`src/rtl/fetch_pkg.sv`:
```
// Shared types and constants for the instruction-fetch stage: FSM states,
// instruction-field bit positions, and the default memory wait limit.
package fetch_pkg;

  typedef enum logic [1:0] {
    IDLE  = 2'd0,
    REQ   = 2'd1,
    FAULT = 2'd2
  } fetch_state_t;

  localparam int R1_MSB     = 7;
  localparam int R1_LSB     = 6;
  localparam int R2_MSB     = 5;
  localparam int R2_LSB     = 4;
  localparam int OPCODE_MSB = 3;
  localparam int OPCODE_LSB = 0;
  localparam int IMM3_MSB   = 5;
  localparam int IMM3_LSB   = 3;
  localparam int IMM4_MSB   = 7;
  localparam int IMM4_LSB   = 4;
  localparam int IMM5_MSB   = 7;
  localparam int IMM5_LSB   = 3;

  localparam int DEF_TIMEOUT = 15;

endpackage

```
`src/rtl/instr_fetch_if.sv`:
```
// Fetch-stage bundle: control requests, memory read port, IR and decoded fields.
// master = fetch unit side, slave = control FSM / memory / decode side.
interface instr_fetch_if #(parameter int PC_W = 8);
  logic            fetch;
  logic            pc_ld;
  logic [PC_W-1:0] pc_in;
  logic            mem_rd;
  logic [PC_W-1:0] mem_addr;
  logic            mem_rdy;
  logic [7:0]      mem_data;
  logic [7:0]      ir;
  logic            ir_valid;
  logic [PC_W-1:0] pc;
  logic            busy;
  logic            fault;
  logic [1:0]      r1;
  logic [1:0]      r2;
  logic [3:0]      opcode;
  logic [2:0]      imm3;
  logic [3:0]      imm4;
  logic [4:0]      imm5;

  modport master (
    input  fetch, pc_ld, pc_in, mem_rdy, mem_data,
    output mem_rd, mem_addr, ir, ir_valid, pc, busy, fault,
           r1, r2, opcode, imm3, imm4, imm5
  );

  modport slave (
    output fetch, pc_ld, pc_in, mem_rdy, mem_data,
    input  mem_rd, mem_addr, ir, ir_valid, pc, busy, fault,
           r1, r2, opcode, imm3, imm4, imm5
  );
endinterface

```
`src/rtl/fetch_timer.sv`:
```
// Saturating memory-wait counter; o_expire is high during the cycle whose
// stall would bring the count to LIMIT, so the FSM can leave REQ on that edge.
module fetch_timer #(
  parameter int LIMIT = 15
) (
  input  logic clock,
  input  logic reset,
  input  logic i_clr,
  input  logic i_cnt,
  output logic o_expire
);

  logic [7:0] r_cnt;

  always_ff @(posedge clock or posedge reset) begin
    if (reset) begin
      r_cnt <= 8'd0;
    end else if (i_clr) begin
      r_cnt <= 8'd0;
    end else if (i_cnt && (r_cnt != 8'hFF)) begin
      r_cnt <= r_cnt + 8'd1;
    end
  end

  assign o_expire = i_cnt && (r_cnt >= 8'(LIMIT - 1));

endmodule

```
`src/rtl/instr_fetch.sv`:
```
// Instruction fetch: one byte per request, IR/PC update two edges after fetch at best,
// stalls in REQ while mem_rdy is low. FETCH_TIMEOUT_EN adds a wait limit into FAULT.
module instr_fetch
  import fetch_pkg::*;
#(
  parameter int PC_W    = 8,
  parameter int TIMEOUT = DEF_TIMEOUT
) (
  input  logic           clock,
  input  logic           reset,
  instr_fetch_if.master  bus
);

  if ((TIMEOUT < 1) || (TIMEOUT > 255)) begin : g_bad_timeout
    $error("instr_fetch: TIMEOUT must be in 1..255");
  end

  fetch_state_t    r_state, w_state;
  logic [PC_W-1:0] r_pc, w_pc;
  logic [PC_W-1:0] r_pend, w_pend;
  logic            r_pend_vld, w_pend_vld;
  logic [7:0]      r_ir, w_ir;
  logic            r_ir_valid, w_ir_valid;
  logic            w_expire;

`ifdef FETCH_TIMEOUT_EN
  logic w_tmr_clr;
  logic w_tmr_cnt;

  assign w_tmr_clr = (r_state == IDLE) && bus.fetch;
  assign w_tmr_cnt = (r_state == REQ) && !bus.mem_rdy;

  fetch_timer #(.LIMIT(TIMEOUT)) u_timer (
    .clock    (clock),
    .reset    (reset),
    .i_clr    (w_tmr_clr),
    .i_cnt    (w_tmr_cnt),
    .o_expire (w_expire)
  );

  assign bus.fault = (r_state == FAULT);
`else
  assign w_expire  = 1'b0;
  assign bus.fault = 1'b0;
`endif

  always_ff @(posedge clock or posedge reset) begin
    if (reset) begin
      r_state    <= IDLE;
      r_pc       <= '0;
      r_pend     <= '0;
      r_pend_vld <= 1'b0;
      r_ir       <= 8'h00;
      r_ir_valid <= 1'b0;
    end else begin
      r_state    <= w_state;
      r_pc       <= w_pc;
      r_pend     <= w_pend;
      r_pend_vld <= w_pend_vld;
      r_ir       <= w_ir;
      r_ir_valid <= w_ir_valid;
    end
  end

  always_comb begin
    w_state    = r_state;
    w_pc       = r_pc;
    w_pend     = r_pend;
    w_pend_vld = r_pend_vld;
    w_ir       = r_ir;
    w_ir_valid = r_ir_valid;
    unique case (r_state)
      IDLE: begin
        if (bus.fetch) begin
          w_state    = REQ;
          w_ir_valid = 1'b0;
          if (bus.pc_ld) begin
            w_pend     = bus.pc_in;
            w_pend_vld = 1'b1;
          end
        end else if (bus.pc_ld) begin
          w_pc = bus.pc_in;
        end
      end
      REQ: begin
        // A load arriving in the completing cycle is newest and wins.
        if (bus.pc_ld) begin
          w_pend     = bus.pc_in;
          w_pend_vld = 1'b1;
        end
        if (bus.mem_rdy) begin
          w_state    = IDLE;
          w_ir       = bus.mem_data;
          w_ir_valid = 1'b1;
          w_pc       = w_pend_vld ? w_pend : (r_pc + PC_W'(1));
          w_pend_vld = 1'b0;
        end else if (w_expire) begin
          w_state    = FAULT;
          w_pend_vld = 1'b0;
        end
      end
      FAULT: begin
        if (bus.pc_ld) begin
          w_state = IDLE;
          w_pc    = bus.pc_in;
        end
      end
      default: w_state = IDLE;
    endcase
  end

  assign bus.mem_rd   = (r_state == REQ);
  assign bus.busy     = (r_state != IDLE);
  assign bus.mem_addr = r_pc;
  assign bus.pc       = r_pc;
  assign bus.ir       = r_ir;
  assign bus.ir_valid = r_ir_valid;
  assign bus.r1       = r_ir[R1_MSB:R1_LSB];
  assign bus.r2       = r_ir[R2_MSB:R2_LSB];
  assign bus.opcode   = r_ir[OPCODE_MSB:OPCODE_LSB];
  assign bus.imm3     = r_ir[IMM3_MSB:IMM3_LSB];
  assign bus.imm4     = r_ir[IMM4_MSB:IMM4_LSB];
  assign bus.imm5     = r_ir[IMM5_MSB:IMM5_LSB];

endmodule
```
`src/flat_wrapper.sv`:
```
// flat-port wrapper written by rule: the top's interface ports become plain ports
module instr_fetch_flat import fetch_pkg::*;
#(
  parameter int PC_W    = 8,
  parameter int TIMEOUT = DEF_TIMEOUT
)
  (clock, reset, bus_fetch, bus_pc_ld, bus_pc_in, bus_mem_rdy, bus_mem_data, bus_mem_rd, bus_mem_addr, bus_ir, bus_ir_valid, bus_pc, bus_busy, bus_fault, bus_r1, bus_r2, bus_opcode, bus_imm3, bus_imm4, bus_imm5);
  instr_fetch_if #(.PC_W(PC_W)) bus_i ();
  input  logic clock;
  input  logic reset;
  input wire logic [$bits(bus_i.fetch)-1:0] bus_fetch;
  input wire logic [$bits(bus_i.pc_ld)-1:0] bus_pc_ld;
  input wire logic [$bits(bus_i.pc_in)-1:0] bus_pc_in;
  input wire logic [$bits(bus_i.mem_rdy)-1:0] bus_mem_rdy;
  input wire logic [$bits(bus_i.mem_data)-1:0] bus_mem_data;
  output wire logic [$bits(bus_i.mem_rd)-1:0] bus_mem_rd;
  output wire logic [$bits(bus_i.mem_addr)-1:0] bus_mem_addr;
  output wire logic [$bits(bus_i.ir)-1:0] bus_ir;
  output wire logic [$bits(bus_i.ir_valid)-1:0] bus_ir_valid;
  output wire logic [$bits(bus_i.pc)-1:0] bus_pc;
  output wire logic [$bits(bus_i.busy)-1:0] bus_busy;
  output wire logic [$bits(bus_i.fault)-1:0] bus_fault;
  output wire logic [$bits(bus_i.r1)-1:0] bus_r1;
  output wire logic [$bits(bus_i.r2)-1:0] bus_r2;
  output wire logic [$bits(bus_i.opcode)-1:0] bus_opcode;
  output wire logic [$bits(bus_i.imm3)-1:0] bus_imm3;
  output wire logic [$bits(bus_i.imm4)-1:0] bus_imm4;
  output wire logic [$bits(bus_i.imm5)-1:0] bus_imm5;
  assign bus_i.fetch = bus_fetch;
  assign bus_i.pc_ld = bus_pc_ld;
  assign bus_i.pc_in = bus_pc_in;
  assign bus_i.mem_rdy = bus_mem_rdy;
  assign bus_i.mem_data = bus_mem_data;
  assign bus_mem_rd = bus_i.mem_rd;
  assign bus_mem_addr = bus_i.mem_addr;
  assign bus_ir = bus_i.ir;
  assign bus_ir_valid = bus_i.ir_valid;
  assign bus_pc = bus_i.pc;
  assign bus_busy = bus_i.busy;
  assign bus_fault = bus_i.fault;
  assign bus_r1 = bus_i.r1;
  assign bus_r2 = bus_i.r2;
  assign bus_opcode = bus_i.opcode;
  assign bus_imm3 = bus_i.imm3;
  assign bus_imm4 = bus_i.imm4;
  assign bus_imm5 = bus_i.imm5;
  instr_fetch #(.PC_W(PC_W), .TIMEOUT(TIMEOUT)) u_core (.clock(clock), .reset(reset), .bus(bus_i));
endmodule
```
`config.mk`:
```
export PLATFORM = sky130hd
export DESIGN_NAME = instr_fetch_flat
export DESIGN_NICKNAME = d
export VERILOG_FILES = /design/src/rtl/fetch_pkg.sv /design/src/rtl/instr_fetch_if.sv /design/src/rtl/fetch_timer.sv /design/src/rtl/instr_fetch.sv /design/src/flat_wrapper.sv
export SDC_FILE = /design/constraint.sdc
export NUM_CORES = 1
export LEC_CHECK = 0
export CAP_MARGIN = 20
export CORE_MARGIN = 1
export CORE_UTILIZATION = 42
export DETAILED_ROUTE_END_ITERATION = 6
export PLACE_DENSITY = 0.8
export SLEW_MARGIN = 20
export SYNTH_ARGS = -nofsm -noshare
export SYNTH_HDL_FRONTEND = slang
export SYNTH_HIERARCHICAL = 1
export SYNTH_SLANG_ARGS = --single-unit
```
`constraint.sdc`:
```
create_clock -name clock -period 2 [get_ports clock]
set_input_delay 0.2 -clock clock [delete_from_list [all_inputs] [get_ports clock]]
set_output_delay 0.2 -clock clock [all_outputs]
set_load 0.005 [all_outputs]
```
==> impl_metrics.env, run 1 <==
export IMPL_tightest_slew_ns=0.5272
export IMPL_finalMaxSlewViolations=0
export IMPL_seq_power_share_pct=40.7
export IMPL_totalWireLength_mm=3.272
export IMPL_power_frac_comb_pct=44.6
export IMPL_fmax_mhz=609.8
export IMPL_syn_area_um2=1610
export IMPL_synth_nets=185
export IMPL_yosysWarnings=6
export IMPL_area_growth_pct=34.27
export IMPL_crit_chain="clkdlybuf4s50_1"
export IMPL_r2r_end="u_core/bus.ir[5]"
export IMPL_cts_path_max_buffers=2
export IMPL_worstPathMaxFanout=13
export IMPL_critPathArrivalTime_ns=1.44
export IMPL_drc=0
export IMPL_gp_congestion=0.7988
export IMPL_dp_hpwl_mm=2.482
export IMPL_drive_gt1_share_pct=14.36
export IMPL_path_class="reg -> out"
export IMPL_worstHoldPathType="in -> async"
export IMPL_netlist_instances=163
export IMPL_grt_pass1_wl_mm=5.423
export IMPL_dieHeight_um=63.92
export IMPL_fin_skew_ns=0.001797
export IMPL_status="completed"
export IMPL_placedCellCount=246
export IMPL_clk_pin_slew_ns=0.09
export IMPL_final_common_cell="clkdlybuf4s50_1"
export IMPL_root_buffer="clkbuf_8"
export IMPL_p_leak_nw=0.8901
export IMPL_slew_headroom_pct=64.41
export IMPL_diodes=0
export IMPL_ys_types=35
export IMPL_die_w_um=63.92
export IMPL_p_int_mw=1.410
export IMPL_powerDensity_nw_per_um2=944.5
export IMPL_vdd_ir_drop_worst_uv=382.9
export IMPL_ant_nets=0
export IMPL_drt_initial_drc_count=53
export IMPL_startpoint_type="register"
export IMPL_critical_path_top_delay_family="flip-flops"
export IMPL_reg2reg_depth=2
export IMPL_vias_per_cell=5.028
export IMPL_wl_per_cell_um=13.09
export IMPL_layout_common_cells="67 x clkdlybuf4s50_1, 27 x dfrtp_1, 15 x mux2_2"
export IMPL_clkPwrFrac_pct=14.7
export IMPL_ctsHoldBuffers=0
export IMPL_post_cts_buffers=0
export IMPL_switchingPower_uw=632.0
export IMPL_nets=225
export IMPL_cts_resized=0
export IMPL_endpoint_kind="primary output"
export IMPL_slowest_delay_ns=0.59
export IMPL_cts_tree="yes"
export IMPL_timing_setup_tns_ns=0
export IMPL_grt_pass1_vias=1137
export IMPL_setup_viol=0
export IMPL_h_tree_depth=1
export IMPL_pre_cts_ws_ns=0.2776
export IMPL_initial_core_util_pct=43.98
export IMPL_hold_viol=0
export IMPL_clock_latency_ns=0.27
export IMPL_num_rows=22
export IMPL_layout_cells_non_filler=250
export IMPL_overflow=0
export IMPL_nFillCells=303
export IMPL_period_share_pct=81.99
export IMPL_grt_use_total_pct=17.13
export IMPL_maxCapViolCount=0
export IMPL_cp_data_required_time_ns=1.80
export IMPL_syn_area_per_cell_um2=9.879
export IMPL_crit_slowest_cell="dfrtp_1"
export IMPL_rsz0062_at_grt="false"
export IMPL_antenna_found_initial=0
export IMPL_totalPowerFinal_mw=2.042
export IMPL_coreArea_um2=3661
export IMPL_first_pass_iters=6
export IMPL_yosysSeqAreaShare_pct=41.96
export IMPL_numCtsBuffers=3
export IMPL_setup_slack_ns=0.3601
export IMPL_io_pins=69
export IMPL_ys_ff_latch=27
export IMPL_io_buffers=67
export IMPL_die_area_um2=4086
export IMPL_finalCriticalPeriod_ns=1.640
export IMPL_reg2reg_slack_ns=0.42
export IMPL_rr_startpoint="u_core/r_state[0]"
export IMPL_cp_num_buf_inv=1
export IMPL_grt_max_degree=28
export IMPL_cts_num_sinks=27
export IMPL_vias=1257
export IMPL_p_sw_share_pct=30.95
==> logic make-up (layout without fill, tap and decap cells) <==
family / Yosys count / count (layout) / synth area share, %
fa+ha+maj: 1 / 1 / 0.7769
flops: 27 / 27 / 41.96
buf+inv: 42 / 81 / 17.25
simple gates: 36 / 36 / 11.11
mux: 19 / 19 / 12.98
other cells: 1 / 1 / 0.2329
xor+xnor: 3 / 3 / 1.632
compound gates: 34 / 34 / 14.06
==> area by class of cell <==
class | instances | area (um^2) | area share (%)
clock buffer | 3 | 41.29 | 1.910
clock inverter | 1 | 5.005 | 0.2315
inverter | 6 | 22.52 | 1.042
multi-input combinational | 94 | 656.9 | 30.38
sequential | 27 | 675.6 | 31.25
tap | 48 | 60.06 | 2.778
timing repair buffer | 71 | 700.7 | 32.41
==> power groups by stage <==
stage	clock [mW]	combinational (mW)	sequential [mW]
6_report	0.301	0.910	0.831
3_5_place_dp	0	0.910	0.842
3_3_place_gp	0	0.900	0.838
5_1_grt	0.342	0.989	0.861
2_1_floorplan	0	0.548	0.809
4_1_cts	0.319	0.915	0.831
==> state kept, by name, indices dropped and copies added, names as in the netlist <==
register             cells
u_core/bus.ir            8
u_core/r_pend_vld        1
u_core/bus.mem_addr      8
u_core/r_state           1
u_core/bus.ir_valid      1
u_core/r_pend            8
==> synth_stat cells (all sizes together) <==
| library cell | number | area share (%) |
|---|---|---|
| a211oi | 2 | 0.93 |
| a21o | 2 | 0.93 |
| a21oi | 7 | 2.2 |
| a311oi | 2 | 1.1 |
| a31o | 1 | 0.54 |
| a31oi | 2 | 0.78 |
| and2 | 1 | 0.39 |
| and3 | 1 | 0.39 |
| buf | 36 | 16 |
| conb | 1 | 0.23 |
| dfrtp | 27 | 42 |
| ha | 1 | 0.78 |
| inv | 6 | 1.4 |
| mux2 | 15 | 10 |
| mux2i | 4 | 2.5 |
| nand2 | 11 | 2.6 |
| nand2b | 6 | 2.3 |
| nand3 | 4 | 1.6 |
| nor2 | 9 | 2.1 |
| nor3 | 1 | 0.31 |
| nor4bb | 1 | 0.62 |
| o21a | 1 | 0.47 |
| o21ai | 11 | 3.9 |
| o22a | 1 | 0.54 |
| o22ai | 1 | 0.39 |
| o311ai | 2 | 1.1 |
| o31ai | 2 | 1.2 |
| or3 | 2 | 0.86 |
| xnor2 | 1 | 0.54 |
| xor2 | 2 | 1.1 |
==> worst max path at each step <==
stage,cells after the start,slack [ns],from,endpoint
after floorplan,5,0.60,u_core/bus.mem_addr[0],u_core/bus.mem_addr[6]
after global placement,3,0.27,bus_mem_rdy,u_core/bus.ir[2]
after detailed placement,3,0.28,bus_mem_rdy,u_core/bus.ir[2]
after CTS,1,0.34,u_core/r_state[0],bus_busy
after global routing,5,0.27,u_core/r_state[0],u_core/bus.mem_addr[7]
final,1,0.36,u_core/r_state[0],bus_busy
==> layer usage <==
| metal | global-route usage [%] | up-vias | wire (um) |
|---|---|---|---|
| met5 | 0 | - | 0 |
| met2 | 27.53 | 35 | 1613 |
| li1 | - | 608 | - |
| met3 | 1.607 | 2 | 96 |
| met4 | 5.966 | 0 | 26 |
| met1 | 23.98 | 612 | 1536 |
==> per-stage QoR <==
step / area, um^2 / utilization [%] / hold slack, ns
after floorplan: 1610 / - / 0.2527
final: 2162 / 59.06 / 0.2821
after detailed placement: 2116 / 57.79 / 0.4926
after global routing: 2162 / 59.06 / 0.3109
after CTS: 2162 / 59.06 / 0.2848
after global placement: 2116 / 57.79 / 0.4682
Power figures use the tool's default switching activity.
==> inputs of run 2 (changes only) <==
--- a/config.mk
+++ b/config.mk
@@ -7,9 +7,9 @@
 export LEC_CHECK = 0
 export CAP_MARGIN = 20
 export CORE_MARGIN = 1
-export CORE_UTILIZATION = 42
+export CORE_UTILIZATION = 38
 export DETAILED_ROUTE_END_ITERATION = 6
-export PLACE_DENSITY = 0.8
+export PLACE_DENSITY = 0.76
 export SLEW_MARGIN = 20
 export SYNTH_ARGS = -nofsm -noshare
 export SYNTH_HDL_FRONTEND = slang
==> constraint.sdc (replaced) <==
create_clock -name clock -period 1.3 [get_ports clock]
set_input_delay 0.13 -clock clock [delete_from_list [all_inputs] [get_ports clock]]
set_output_delay 0.13 -clock clock [all_outputs]
set_load 0.005 [all_outputs]
==> run 2 against run 1 <==
  * Cell count up 18%
  * Power up 72%
  * Sequential power up 43%
  * The flow now finishes with violations (setup timing)
  * Flip-flop and latch count unchanged
==> impl_metrics.env, run 2 (synthesized netlist as in run 1, its figures left out) <==
export IMPL_status="complete, but fails checks"
export IMPL_violations="setup timing"
export IMPL_root_buffer="clkbuf_8"
export IMPL_drt_initial_drc_count=48
export IMPL_p_leak_nw=1.322
export IMPL_nFillCells=310
export IMPL_finalMaxSlewViolations=0
export IMPL_grt_pass1_vias=1338
export IMPL_reg2reg_depth=5
export IMPL_rr_startpoint="u_core/r_state[0]"
export IMPL_first_pass_iters=4
export IMPL_cts_num_sinks=27
export IMPL_wl_per_cell_um=14.32
export IMPL_period_share_pct=104.1
export IMPL_dpl_cell_area_um2=2323
export IMPL_cts_tree="yes"
export IMPL_clock_latency_ns=0.28
export IMPL_totalWireLength_mm=4.223
export IMPL_worstPathMaxFanout=4
export IMPL_reg2reg_slack_ns=-0.04
export IMPL_totalPowerFinal_mw=3.516
export IMPL_cts_path_max_buffers=2
export IMPL_cp_data_required_time_ns=1.47
export IMPL_rsz0062_at_grt="true"
export IMPL_finalCriticalPeriod_ns=1.354
export IMPL_vias=1459
export IMPL_io_buffers=67
export IMPL_nets=268
export IMPL_grt_pass1_wl_mm=5.913
export IMPL_die_w_um=67.10
export IMPL_fmax_mhz=738.8
export IMPL_vdd_ir_drop_worst_uv=575.9
export IMPL_setup_viol=2
export IMPL_setup_slack_ns=-0.05364
export IMPL_startpoint_type="input pin"
export IMPL_io_pins=69
export IMPL_area_growth_pct=63.17
export IMPL_numCtsBuffers=3
export IMPL_r2r_end="u_core/bus.mem_addr[7]"
export IMPL_overflow=0
export IMPL_vias_per_cell=4.946
export IMPL_dp_hpwl_mm=2.774
export IMPL_hold_viol=0
export IMPL_stdcell_area_um2=2628
export IMPL_clk_pin_slew_ns=0.09
export IMPL_initial_core_util_pct=39.97
export IMPL_die_area_um2=4502
export IMPL_critPathArrivalTime_ns=1.52
export IMPL_dieHeight_um=67.10
export IMPL_drive_gt1_share_pct=35.10
export IMPL_grt_use_total_pct=17.52
export IMPL_worstHoldPathType="in -> async"
export IMPL_h_tree_depth=1
export IMPL_grt_max_degree=28
export IMPL_endpoint_kind="register"
export IMPL_ant_nets=0
export IMPL_coreArea_um2=4029
export IMPL_antenna_found_initial=0
export IMPL_num_rows=23
export IMPL_final_common_cell="buf_4"
export IMPL_path_class="in -> reg"
export IMPL_layout_common_cells="41 x buf_4, 37 x dlygate4sd2_1, 22 x dfrtp_1"
export IMPL_drc=0
export IMPL_gp_congestion=0.8173
export IMPL_ctsHoldBuffers=0
export IMPL_maxCapViolCount=0
export IMPL_powerDensity_nw_per_um2=1338
export IMPL_fin_skew_ns=0.007421
export IMPL_diodes=0
run 2: what timing repair did:
item	4_1_cts	5_1_grt
resized for setup	49	32
pin swaps	4	5
endpoints found under the setup margin	58	33
setup buffers	17	3
hold endpoints to repair	0	0
cloned	0	0
run 2: worst max-delay path, stage by stage:
cell	delay (ns)
clkdlybuf4s50_1	0.48
nand2b_1	0.27
buf_4	0.17
mux2i_1	0.23
o22a_1	0.18
o31ai_2	0.06
run 2: power breakdown:
group | switching (mW) | leakage, nW | internal [mW] | total [mW]
clock network | 0.259 | 0.0255 | 0.215 | 0.474
registers | 0.153 | 0.309 | 1.04 | 1.19
logic | 0.734 | 0.987 | 1.12 | 1.85
total | 1.15 | 1.32 | 2.37 | 3.52
run 2: worst max-delay path by stage:
| stage | startpoint | endpoint | slack (ns) | cells past startpoint |
|---|---|---|---|---|
| final | bus_fetch | u_core/bus.mem_addr[5] | -0.05 | 6 |
| after global placement | bus_pc_ld | u_core/bus.mem_addr[7] | -0.30 | 6 |
| after detailed placement | bus_pc_ld | u_core/bus.mem_addr[7] | -0.29 | 6 |
| after CTS | u_core/r_state[0] | u_core/r_pend[1] | -0.07 | 3 |
| after floorplan | u_core/bus.mem_addr[1] | u_core/bus.mem_addr[6] | -0.06 | 5 |
| after global routing | u_core/r_state[0] | u_core/bus.mem_addr[7] | -0.18 | 5 |
run 2: metrics by stage:
stage / setup slack [ns] / TNS (ns) / cells / hold WS, ns / utilization (%)
after floorplan: -0.06249 / -0.06249 / 163 / 0.1826 / -
after global placement: -0.2980 / -5.239 / 272 / 0.4632 / 57.67
after detailed placement: -0.2888 / -5.364 / 272 / 0.4830 / 57.67
after CTS: -0.06714 / -0.4475 / 293 / 0.2173 / 61.77
after global routing: -0.1780 / -0.7031 / 295 / 0.2755 / 65.22
final: -0.05364 / -0.09855 / 295 / 0.2093 / 65.22
run 2: area by class of cell:
class | count | area (um^2) | area share (%)
clock buffer | 3 | 41.29 | 1.571
clock inverter | 1 | 5.005 | 0.1905
inverter | 6 | 22.52 | 0.8571
multi-input combinational | 94 | 767.0 | 29.19
sequential | 27 | 681.9 | 25.95
tap | 50 | 62.56 | 2.381
timing repair buffer | 114 | 1047 | 39.86
run 2: layer usage:
metal	wire, um	part of all wire [%]	vias up	global-route usage [%]
met2	2131	50	33	28.88
li1	-	-	699	-
met3	93	2.2	9	1.027
met1	1912	45	718	23.63
met4	85	2.0	0	6.915
met5	0	0	-	0
